--- src/rtl/ascon_pkg.sv ---
// Shared types and helpers for the Ascon rate-block padder.
package ascon_pkg;

  typedef logic [7:0] axi_tuser_t;

  localparam logic [7:0] ASCON_PAD_BYTE = 8'h01;

  typedef enum logic {
    ST_PASS  = 1'b0,
    ST_EXTRA = 1'b1
  } pad_state_e;

  // Number of valid bytes in a beat (0..8).
  function automatic logic [3:0] tkeep_to_count(input logic [7:0] keep);
    logic [3:0] cnt;
    cnt = 4'd0;
    for (int i = 0; i < 8; i++) begin
      cnt = cnt + {3'b000, keep[i]};
    end
    return cnt;
  endfunction

endpackage

--- src/rtl/ascon_padder.sv ---
// Ascon 10* padder: turns an AXI4-Stream byte message into 64-bit rate blocks.
// Optional tkeep checking is enabled with ASCON_PADDER_TKEEP_CHECK_EN.
module ascon_padder
  import ascon_pkg::*;
(
  input  logic        clk,
  input  logic        rst,
  input  logic [63:0] s_axis_tdata_i,
  input  logic [7:0]  s_axis_tkeep_i,
  input  axi_tuser_t  s_axis_tuser_i,
  input  logic        s_axis_tlast_i,
  input  logic        s_axis_tvalid_i,
  output logic        s_axis_tready_o,
  output logic [63:0] m_axis_tdata_o,
  output axi_tuser_t  m_axis_tuser_o,
  output logic        m_axis_tlast_o,
  output logic        m_axis_tvalid_o,
  input  logic        m_axis_tready_i,
  output logic        pad_err_o
);

  pad_state_e  r_state, w_state_nxt;
  logic [63:0] r_tdata, w_tdata_nxt;
  axi_tuser_t  r_tuser, w_tuser_nxt;
  logic        r_tlast, w_tlast_nxt;
  logic        r_tvalid, w_tvalid_nxt;

  logic        w_out_free;
  logic        w_accept;
  logic [3:0]  w_n;
  logic [63:0] w_padded;

  assign w_out_free      = !r_tvalid || m_axis_tready_i;
  assign s_axis_tready_o = !rst && (r_state == ST_PASS) && w_out_free;
  assign w_accept        = s_axis_tvalid_i && s_axis_tready_o;

  // Build the padded last block: kept bytes, then the pad byte, then zeros.
  always_comb begin
    w_n      = tkeep_to_count(s_axis_tkeep_i);
    w_padded = 64'd0;
    for (int i = 0; i < 8; i++) begin
      if ((4'(i) < w_n) && s_axis_tkeep_i[i]) begin
        w_padded[8*i +: 8] = s_axis_tdata_i[8*i +: 8];
      end else if (4'(i) == w_n) begin
        w_padded[8*i +: 8] = ASCON_PAD_BYTE;
      end else begin
        w_padded[8*i +: 8] = 8'h00;
      end
    end
  end

  always_comb begin
    w_state_nxt  = r_state;
    w_tdata_nxt  = r_tdata;
    w_tuser_nxt  = r_tuser;
    w_tlast_nxt  = r_tlast;
    w_tvalid_nxt = r_tvalid && !m_axis_tready_i;
    case (r_state)
      ST_PASS: begin
        if (w_accept) begin
          w_tvalid_nxt = 1'b1;
          w_tuser_nxt  = s_axis_tuser_i;
          w_tdata_nxt  = s_axis_tlast_i ? w_padded : s_axis_tdata_i;
          // A full last beat leaves no room for padding: emit it, then an extra block.
          w_tlast_nxt  = s_axis_tlast_i && (w_n != 4'd8);
          if (s_axis_tlast_i && (w_n == 4'd8)) begin
            w_state_nxt = ST_EXTRA;
          end else begin
            w_state_nxt = ST_PASS;
          end
        end else begin
          w_state_nxt = ST_PASS;
        end
      end
      ST_EXTRA: begin
        // tuser is left untouched so the extra block carries the last beat's sideband.
        if (w_out_free) begin
          w_tvalid_nxt = 1'b1;
          w_tdata_nxt  = {56'd0, ASCON_PAD_BYTE};
          w_tlast_nxt  = 1'b1;
          w_state_nxt  = ST_PASS;
        end else begin
          w_state_nxt = ST_EXTRA;
        end
      end
      default: begin
        w_state_nxt = ST_PASS;
      end
    endcase
  end

  always_ff @(posedge clk) begin
    if (rst) begin
      r_state  <= ST_PASS;
      r_tdata  <= 64'd0;
      r_tuser  <= '0;
      r_tlast  <= 1'b0;
      r_tvalid <= 1'b0;
    end else begin
      r_state  <= w_state_nxt;
      r_tdata  <= w_tdata_nxt;
      r_tuser  <= w_tuser_nxt;
      r_tlast  <= w_tlast_nxt;
      r_tvalid <= w_tvalid_nxt;
    end
  end

  assign m_axis_tdata_o  = r_tdata;
  assign m_axis_tuser_o  = r_tuser;
  assign m_axis_tlast_o  = r_tlast;
  assign m_axis_tvalid_o = r_tvalid;

`ifdef ASCON_PADDER_TKEEP_CHECK_EN
  logic r_pad_err;
  logic w_keep_bad;

  // A contiguous-from-LSB mask plus one has no bits in common with the mask.
  assign w_keep_bad = ((s_axis_tkeep_i & (s_axis_tkeep_i + 8'd1)) != 8'd0) ||
                      (!s_axis_tlast_i && (s_axis_tkeep_i != 8'hFF));

  always_ff @(posedge clk) begin
    if (rst) begin
      r_pad_err <= 1'b0;
    end else if (w_accept && w_keep_bad) begin
      r_pad_err <= 1'b1;
    end else begin
      r_pad_err <= r_pad_err;
    end
  end

  assign pad_err_o = r_pad_err;
`else
  assign pad_err_o = 1'b0;
`endif

endmodule

--- config.mk ---
export PLATFORM = sky130hd
export DESIGN_NAME = ascon_padder
export DESIGN_NICKNAME = d
export VERILOG_FILES = /design/src/rtl/ascon_pkg.sv /design/src/rtl/ascon_padder.sv
export SDC_FILE = /design/constraint.sdc
export NUM_CORES = 1
export LEC_CHECK = 0
export CAP_MARGIN = 20
export CORE_MARGIN = 4
export CORE_UTILIZATION = 36
export CTS_CLUSTER_SIZE = 8
export DETAILED_ROUTE_END_ITERATION = 16
export HOLD_SLACK_MARGIN = 0.03
export PLACE_DENSITY = 0.77
export SYNTH_ARGS = -nofsm -noshare
export SYNTH_HDL_FRONTEND = slang
export SYNTH_SLANG_ARGS = --single-unit
--- constraint.sdc ---
create_clock -name clk -period 3.85 [get_ports clk]
set_input_delay 0.5775 -clock clk [delete_from_list [all_inputs] [get_ports clk]]
set_output_delay 0.5775 -clock clk [all_outputs]
set_load 0.01 [all_outputs]
After elaboration in Yosys (flattened, before gate mapping) --
Index checks and enable logic that the tools add are counted.
Storage, ports and cells: register bits after elaboration 75, input port bits 85, output and inout port bits 76, logic and storage cells 83
Operators by class: $add $sub $neg 7, order comparisons 8, equality and inequality tests 11, multiplexer cells 30, bitwise operators 1, reduce and logical (&&, ||, !) cells 21
Operator list (count):
- 64-bit 2-to-1 mux | 3
- 64-bit one-hot mux with 2 select lines | 1
- 8-bit 2-to-1 mux | 8
- 4-bit by 1-bit adder with 4-bit output | 4
- 3-bit by 4-bit == test with 1-bit output, first input constant | 4
- 3-bit by 4-bit less-than comparator with 1-bit output, first input constant | 4
- 1-bit 2-to-1 mux | 15
- 1-bit logical AND | 14
- 2-bit by 4-bit == test with 1-bit output, first input constant | 2
- 1-bit by 4-bit less-than comparator with 1-bit output, first input constant | 2
- 2-bit by 4-bit less-than comparator with 1-bit output, first input constant | 2
- 1-bit one-hot mux with 2 select lines | 3
- 3-bit by 1-bit adder with 4-bit output | 1
- 1-bit by 4-bit == test with 1-bit output, first input constant | 1
- 4-bit == test, second input constant | 1
- 4-bit logical NOT | 1
- 4-bit inequality test, second input constant | 1
- 2-bit AND reduction | 2
- 2-bit by 1-bit adder with 3-bit output | 1
- 1-bit logical NOT | 3
- 1-bit by 1-bit adder with 2-bit output | 1
- 2-bit by 1-bit inequality test with 1-bit output, second input constant | 1
- 2-bit inequality test, second input constant | 1
- 1-bit logical OR | 1
- 1-bit inverter | 1

Logic depth before layout (Yosys ltp) --
Gate-level depths: netlist (run 1).
word-level depth 13, depth in mapped cells 13, depth with buffers taken out 13

Worst setup path before layout (run 1) --
No wires, ideal clock.
kind input-to-reg, from input s_axis_tkeep_i[0], to register r_tdata[1], in the netlist m_axis_tdata_o[1], data arrival time 3.824 ns, required time 3.785 ns, path slack -0.040 ns, cell stages on the path 13, cells stage by stage inv_1 > fa_1 > fa_1 > fa_1 > inv_1 > ha_1 > inv_1 > fa_1 > nor2b_1 > and3_4 > a221oi_4 > a22oi_2 > nor2_1
Between the ends: longest elaborated chain between the ends 13
Ends and longest elaborated chain:
- from (decl) | line ascon_padder.sv:9 | input logic [7:0] s_axis_tkeep_i,
- 1-bit by 1-bit adder with 2-bit output | line ascon_pkg.sv:18 | cnt = cnt + {3'b000, keep[i]};
- 2-bit by 1-bit adder with 3-bit output | line ascon_pkg.sv:18
- 3-bit by 1-bit adder with 4-bit output | line ascon_pkg.sv:18
- 4-bit by 1-bit adder with 4-bit output (4 in series) | line ascon_pkg.sv:18
- 1-bit by 4-bit less-than comparator with 1-bit output | line ascon_padder.sv:42 | if ((4'(i) < w_n) && s_axis_tkeep_i[i]) begin
- 1-bit logical AND (*) | line ascon_padder.sv:42
- 8-bit 2-to-1 mux (*) | line ascon_padder.sv:42
- 64-bit 2-to-1 mux (*) | line ascon_padder.sv:63 | w_tdata_nxt = s_axis_tlast_i ? w_padded : s_axis_tdata_i;
- 64-bit 2-to-1 mux (*) | line ascon_padder.sv:60 | if (w_accept) begin
- 64-bit one-hot mux with 2 select lines (*) | line ascon_padder.sv:58 | case (r_state)
- to (signal assigned) | line ascon_padder.sv:101 | r_tdata <= w_tdata_nxt;
- to (decl) | line ascon_padder.sv:23 | logic [63:0] r_tdata, w_tdata_nxt;
Every way passes the cells marked *; elsewhere a longest branch is shown, timed or not. The select of a mux whose other input is x is not followed. A chain may end at the register's enable or synchronous reset.

Worst setup path in the final report (run 1) --
from input s_axis_tkeep_i[1], to register r_tdata[14], in the netlist m_axis_tdata_o[14]
The elaborated chain is that of the path after synthesis.

==> key figures, run 1 <==
CTS
  – Total CTS buffers: 9
  – # H-tree levels: 3
  – Worst-Skew Late Latency: 340 ps
  – TritonCTS clock tree: built
  – Clock Tree Root: clkbuf_8
  – TritonCTS Sinks: 75
  – CTS Buffer Depth: 2
  – CTS clk-pin slew, worst paths: 80 ps
  – Hold_buf cts: 0

Floorplanning
  – Site row count: 33
  – # IOs: 161
  – Die width: 100 µm
  – Initial Util: 37.2%
  – Core area: 0.00826 mm²
  – Die height: 100 µm
  – Die area: 0.0101 mm²

Pwr
  – Comb pwr share: 28.8%
  – Clock power share: 32.0%
  – Sequential power share: 39.2%
  – Power density over the cells: 412 mW/mm²
  – Sw Share: 27.3%
  – Leak Pwr: 0.00199 µW
  – Psw: 587 µW
  – Peak supply drop: 0.243 mV
  – P_int: 1560 µW
  – Overall power: 2150 µW

Worst setup path
  – Worst r2r path cells: 5
  – Capturing point of the worst reg2reg path: m_axis_tdata_o[58]
  – Crit path DAT: 3990 ps
  – WP data required: 4060 ps
  – Reg-to-reg startpoint: m_axis_tvalid_o
  – Worst Path Max Fanout: 8
  – R2r setup slk: 1990 ps
  – CP Class: input pin to flop
  – Critical Path Start Type: input pin
  – CP endpoint kind: flop

Placement
  – Placed cells: 584
  – HPWL Detailed: 7250 µm
  – PortBufs: 159
  – Pre-CTS setup slack: -686 ps
  – GPL Wtd Cong: 0.899

Global route
  – First-pass GRT wire length: 15300 µm
  – Antenna violations before repair: 0
  – GRT Total Usage: 18.8%
  – Grt ovf: 0
  – Vias in the first global route: 3171
  – Pin count of the biggest net entering global routing: 57

STA
  – Hold Fails Final Rpt: 0
  – Worst relative slew slack: 34.0%
  – RSZ-0062 raised after global routing: false
  – Worst Tran Pin Value: 987 ps
  – Part of the cycle the worst path needs: 98.0%
  – Max frequency: 265 MHz
  – Worst hold slack: 468 ps
  – Clock skew: 8.93 ps
  – Tmin final: 3770 ps
  – Post-route setup slack: 78.6 ps
  – Max-slew violations: 0
  – Setup TNS: 0 ps
  – Setup violators final: 0

Detailed routing
  – DRT met1 WL: 3860 µm
  – 1st-iter DRT viols: 98
  – Final WL: 9760 µm
  – Vias: 3071
  – Vias per cell: 5.08
  – DRC Markers: 0
  – Top sig layer: met4
  – Avg WL per Cell: 16.2 µm
  – Wire length on met3: 807 µm
  – Final antenna-violating net count: 0
  – Detailed Routing Iterations Pass 1: 4
  – Metal2 WL: 4980 µm

Yosys
  – Synth Cell Area: 0.00307 mm²
  – Synthesized flop and latch total: 75
  – Cell variety after synth: 44
  – Post-Syn Nets: 410
  – Synth warn: 0
  – Avg Cell Area, Syn: 9.66 µm²
  – Seq/Total Area, Yosys: 48.9%
  – Number of cells produced by synthesis: 318

Finish
  – ANT cells: 0
  – Most common cell after layout, fill and taps aside: clkdlybuf4s50_1
  – Layout Nets: 586
  – Share of cells above drive strength 1: 15.4%
  – Most frequent cells in the layout: 155 x clkdlybuf4s50_1, 75 x dfxtp_1, 49 x nor2_1
  – Area Overhead vs Synth: 69.8%
  – Fillers: 695
  – Cell Count, Final, Fillers Out: 604

Hold path
  – WHS Path Cells: 2
  – Worst Hold End: m_axis_tdata_o[56]
  – Worst min path class: flop to flop
  – Hold wc startpoint: m_axis_tdata_o[56]

Run status
  – Status: completed

Run
  – Max cap viols: 0
==> kinds of logic (layout without fill, tap and decap cells) <==
logic type	Yosys count	after routing	synth area share [%]
compound gates	92	92	25.2
buf+inv	35	216	5.09
simple gates	107	107	16.3
other cells	1	1	0.122
xor+xnor	1	1	0.530
flops	75	75	48.9
fa+ha+maj	7	7	3.83
==> worst max-delay path: stages <==
cell,delay (ps)
dlygate4sd2_1,240
inv_1,70
fa_1,440
fa_1,520
fa_1,400
inv_1,70
ha_2,180
inv_2,40
fa_2,450
nand2b_4,190
o211ai_1,300
a31oi_4,200
a22oi_1,230
nor2_1,70
==> flip-flops by register name, indices dropped and copies added, names as in the netlist <==
name,count
r_state,1
m_axis_tlast_o,1
m_axis_tuser_o,8
m_axis_tdata_o,64
m_axis_tvalid_o,1
==> cells in the mapped netlist <==
library cell / instances / area share, %
nand3_2: 1 / 0.33
a22oi_1: 29 / 7.1
nor2b_1: 4 / 0.81
a31oi_2: 1 / 0.41
a31oi_1: 1 / 0.20
and2_4: 1 / 0.29
o211ai_1: 2 / 0.49
a221oi_1: 2 / 0.57
a21oi_1: 6 / 0.98
buf_4: 2 / 0.49
nand2b_1: 4 / 0.81
nand2_1: 27 / 3.3
a22o_1: 14 / 4.0
ha_1: 3 / 1.2
and4_1: 1 / 0.29
o21ai_0: 3 / 0.49
a221oi_4: 1 / 0.86
clkbuf_1: 13 / 1.6
a32oi_1: 12 / 3.4
o2bb2ai_1: 1 / 0.29
buf_6: 2 / 0.73
inv_2: 1 / 0.12
nor3_1: 3 / 0.49
nand3_1: 5 / 0.81
a21o_1: 2 / 0.49
nand3b_1: 8 / 2.0
xor2_2: 1 / 0.53
conb_1: 1 / 0.12
o31a_1: 1 / 0.29
o221ai_2: 1 / 0.49
dfxtp_1: 75 / 49
nor2b_2: 1 / 0.29
buf_1: 1 / 0.12
and3_4: 2 / 0.73
inv_1: 14 / 1.7
o21a_1: 1 / 0.24
a22oi_2: 7 / 2.9
a221o_1: 1 / 0.33
nand4_1: 1 / 0.20
buf_2: 2 / 0.33
nor2_1: 49 / 6.0
o21ai_1: 2 / 0.33
a21oi_2: 5 / 1.4
fa_1: 4 / 2.6
==> power by group through the flow <==
stage | registers [µW] | logic (µW) | clock network, µW
after floorplan | 878 | 249 | 0
after global placement | 858 | 558 | 0
after detailed placement | 860 | 568 | 0
after CTS | 842 | 606 | 704
after global routing | 847 | 669 | 734
final | 842 | 618 | 687
==> final cells by class <==
class,count,area (µm²),area share [%]
Clock buffer,12,155,2.98
Clock inverter,4,72.6,1.39
Inverter,15,60.1,1.15
Multi-Input combinational cell,208,1500,28.7
Timing Repair Buffer,185,1790,34.4
Sequential cell,75,1500,28.8
Tap cell,105,131,2.52
==> repair_timing <==
item	4_1_cts	5_1_grt
buffers inserted	3	1
gates resized for setup	12	5
endpoints found under the setup margin	58	61
pin swaps	9	7
==> metrics by stage <==
stage	cell area (µm²)	utilization (%)
after floorplan	3090	-
after global placement	4880	59.1
after detailed placement	4880	59.1
after CTS	5190	62.9
after global routing	5210	63.1
final	5210	63.1
==> how the worst max path moves through the flow <==
stage,startpoint,to,depth (start not counted),slack [ps]
after detailed placement,s_axis_tkeep_i[0],m_axis_tdata_o[2],14,-690
after floorplan,s_axis_tkeep_i[0],m_axis_tdata_o[2],13,-4
after global routing,s_axis_tkeep_i[1],m_axis_tdata_o[14],14,0.06
after global placement,s_axis_tkeep_i[0],m_axis_tdata_o[2],14,-630
after CTS,s_axis_tkeep_i[0],m_axis_tdata_o[14],14,30
final,s_axis_tkeep_i[1],m_axis_tdata_o[14],14,80
==> per-layer routing <==
layer	track usage (%)	up-vias
met4	5.80	0
met3	7.09	12
li1	-	1488
met5	0	-
met2	33.6	118
met1	20.7	1453
Note: power is estimated with default switching activity, not from simulation.
==> run 2, diff against run 1 <==
--- a/config.mk
+++ b/config.mk
@@ -7,11 +7,12 @@
 export LEC_CHECK = 0
 export CAP_MARGIN = 20
 export CORE_MARGIN = 4
-export CORE_UTILIZATION = 36
+export CORE_UTILIZATION = 40
 export CTS_CLUSTER_SIZE = 8
 export DETAILED_ROUTE_END_ITERATION = 16
+export DONT_BUFFER_PORTS = 1
 export HOLD_SLACK_MARGIN = 0.03
-export PLACE_DENSITY = 0.77
+export PLACE_DENSITY = 0.56
 export SYNTH_ARGS = -nofsm -noshare
 export SYNTH_HDL_FRONTEND = slang
 export SYNTH_SLANG_ARGS = --single-unit
==> run 2 against run 1 <==
  * Hold slack lost 170 ps
  * Cell count is 29% lower
  * Final area fell by 35%
  * Sequential power up 3.3%
  * Core utilization is 17 points lower
  * Highest routed layer unchanged
==> key figures, run 2 (same netlist as run 1, synthesis figures left out) <==
Run
  – Max cap viols: 0 (unchanged)

Global route
  – Pin count of the biggest net entering global routing: 64 (+12%)
  – First-pass GRT wire length: 11900 µm (-22%)
  – Grt ovf: 0 (unchanged)
  – Vias in the first global route: 2348 (-26%)
  – GRT Total Usage: 17.2% (-1.7 points)
  – Antenna violations before repair: 0 (unchanged)

Run status
  – Status: completed

STA
  – Setup TNS: 0 ps (unchanged)
  – Max-slew violations: 0 (unchanged)
  – Max frequency: 275 MHz (+3.8%)
  – Hold Fails Final Rpt: 0 (unchanged)
  – Setup violators final: 0 (unchanged)
  – Tmin final: 3630 ps (-138 ps)
  – Clock skew: 11.6 ps (+2.67 ps)
  – Worst Tran Pin Value: 935 ps (-51.6 ps)
  – RSZ-0062 raised after global routing: false
  – Part of the cycle the worst path needs: 94.4% (-3.6 points)
  – Worst relative slew slack: 37.4% (+3.5 points)

Finish
  – Sequential Area: 0.00150 mm² (unchanged)
  – Most frequent cells in the layout: 75 x dfxtp_1, 49 x nor2_1, 29 x a22oi_1
  – Fillers: 745 (+7.2%)
  – Max FFs per register: 64 (unchanged)
  – Cell Count, Final, Fillers Out: 427 (-29%)
  – Share of cells above drive strength 1: 17.4% (+1.9 points)
  – Most common cell after layout, fill and taps aside: dfxtp_1
  – Multi-input logic area: 0.00144 mm² (-4.2%)
  – ANT cells: 0 (unchanged)
  – Area Overhead vs Synth: 10.9%
  – Layout Nets: 415 (-29%)

CTS
  – TritonCTS Sinks: 75 (unchanged)
  – Clock Tree Root: clkbuf_8
  – TritonCTS clock tree: built
  – # resized after CTS: 0 (-12)
  – Worst-Skew Late Latency: 350 ps (about the same)
  – # H-tree levels: 3 (unchanged)
  – Hold_buf cts: 0 (unchanged)
  – CTS clk-pin slew, worst paths: 80 ps (about the same)
  – Setup bufs post-CTS: 0 (-3)
  – CTS Buffer Depth: 2 (unchanged)
  – Total CTS buffers: 9 (unchanged)

Floorplanning
  – Initial Util: 41.7% (+4.5 points)
  – Die width: 95.6 µm (-4.7%)
  – # IOs: 161 (unchanged)
  – Die area: 0.00914 mm² (-9.2%)
  – Core area: 0.00737 mm² (-11%)
  – Site row count: 31 (-6.1%)
  – Die height: 95.6 µm (-4.7%)

Hold path
  – Worst min path class: input pin to flop
  – Worst Hold End: m_axis_tdata_o[7]
  – Hold wc startpoint: rst
  – WHS Path Cells: 1 (-1)

Worst setup path
  – WP data required: 4130 ps (+70 ps)
  – Capturing point of the worst reg2reg path: m_axis_tdata_o[2]
  – CP Class: input pin to flop
  – Critical Path Start Type: input pin
  – Worst Path Max Fanout: 8 (unchanged)
  – CP endpoint kind: flop
  – Crit path DAT: 3920 ps (-70 ps)
  – Reg-to-reg startpoint: m_axis_tvalid_o
  – R2r setup slk: 2020 ps (+30 ps)
  – Worst r2r path cells: 5 (unchanged)

Placement
  – Placed cells: 411 (-30%)
  – GPL Wtd Cong: 0.901 (+0.23%)
  – PortBufs: 0 (-100%)
  – HPWL Detailed: 5860 µm (-19%)

Detailed routing
  – Detailed Routing Iterations Pass 1: 4 (unchanged)
  – DRC Markers: 0 (unchanged)
  – Vias per cell: 5.56 (+9.3%)
  – Avg WL per Cell: 18.6 µm (+15%)
  – Final WL: 7950 µm (-19%)
  – 1st-iter DRT viols: 67 (-32%)
  – Vias: 2374 (-23%)
  – Final antenna-violating net count: 0 (unchanged)

Pwr
  – Peak supply drop: 0.170 mV (-30%)
  – Leak Pwr: 0.00129 µW (-35%)
  – Power density over the cells: 521 mW/mm² (+27%)
  – Overall power: 1780 µW (-17%)
## run 2: changes by cell type in the layout (fill, tap and decap cells not counted), moves of 2 or more
cell             change
dlygate4sd2_1        -2
buf_4                -9
bufinv_16            -2
buf_6                -2
clkdlybuf4s50_1    -155
## run 2: metal layers
metal	share of wire, %	wire [µm]	GRT usage [%]
met5	0	0	0
met4	1.6	124	6.64
met3	11	900	7.73
met2	47	3730	27.2
met1	40	3190	20.2
## run 2: worst max path at each step
stage | endpoint | start | depth (start not counted) | slack, ps
after detailed placement | m_axis_tdata_o[40] | s_axis_tkeep_i[0] | 14 | -160
after CTS | m_axis_tdata_o[43] | s_axis_tkeep_i[0] | 14 | 200
after floorplan | m_axis_tdata_o[2] | s_axis_tkeep_i[0] | 13 | -4
final | m_axis_tdata_o[41] | s_axis_tkeep_i[0] | 14 | 220
after global routing | m_axis_tdata_o[40] | s_axis_tkeep_i[0] | 14 | 20
after global placement | m_axis_tdata_o[41] | s_axis_tkeep_i[0] | 14 | -120
## run 2: layout make-up
type,count,area share (%)
clock buffers,11,4.15
clock inverters,5,1.10
inverters,15,1.76
multi-input cells,208,42.2
flip-flops and latches,75,44.1
well taps,99,3.64
repair buffers,14,3.09
## run 2: power breakdown
group          leakage (µW)  internal, µW  switching (µW)
Clock             0.0000859           254             298
Combinational      0.000589           167             187
Sequential         0.000612           819            51.3
Total               0.00129          1240             536
## run 2: metrics by stage
step                hold WS [ps]  worst slack [ps]  cell area, µm²  util (%)
global placement             498              -115            3230      43.8
global route                 276              24.8            3410      46.2
finish                       298               216            3410      46.2
floorplan                    476             -4.06            3090         -
CTS                          285               198            3410      46.2
detailed placement           505              -163            3230      43.8
## run 2: worst max-delay path: stages
cell,delay (ps)
clkinvlp_4,70
fa_1,550
fa_1,420
fa_1,430
inv_1,70
ha_2,190
inv_2,50
fa_2,430
xor2_2,190
buf_4,160
o2bb2ai_1,150
nand2_1,80
a21oi_2,340
a22o_1,210
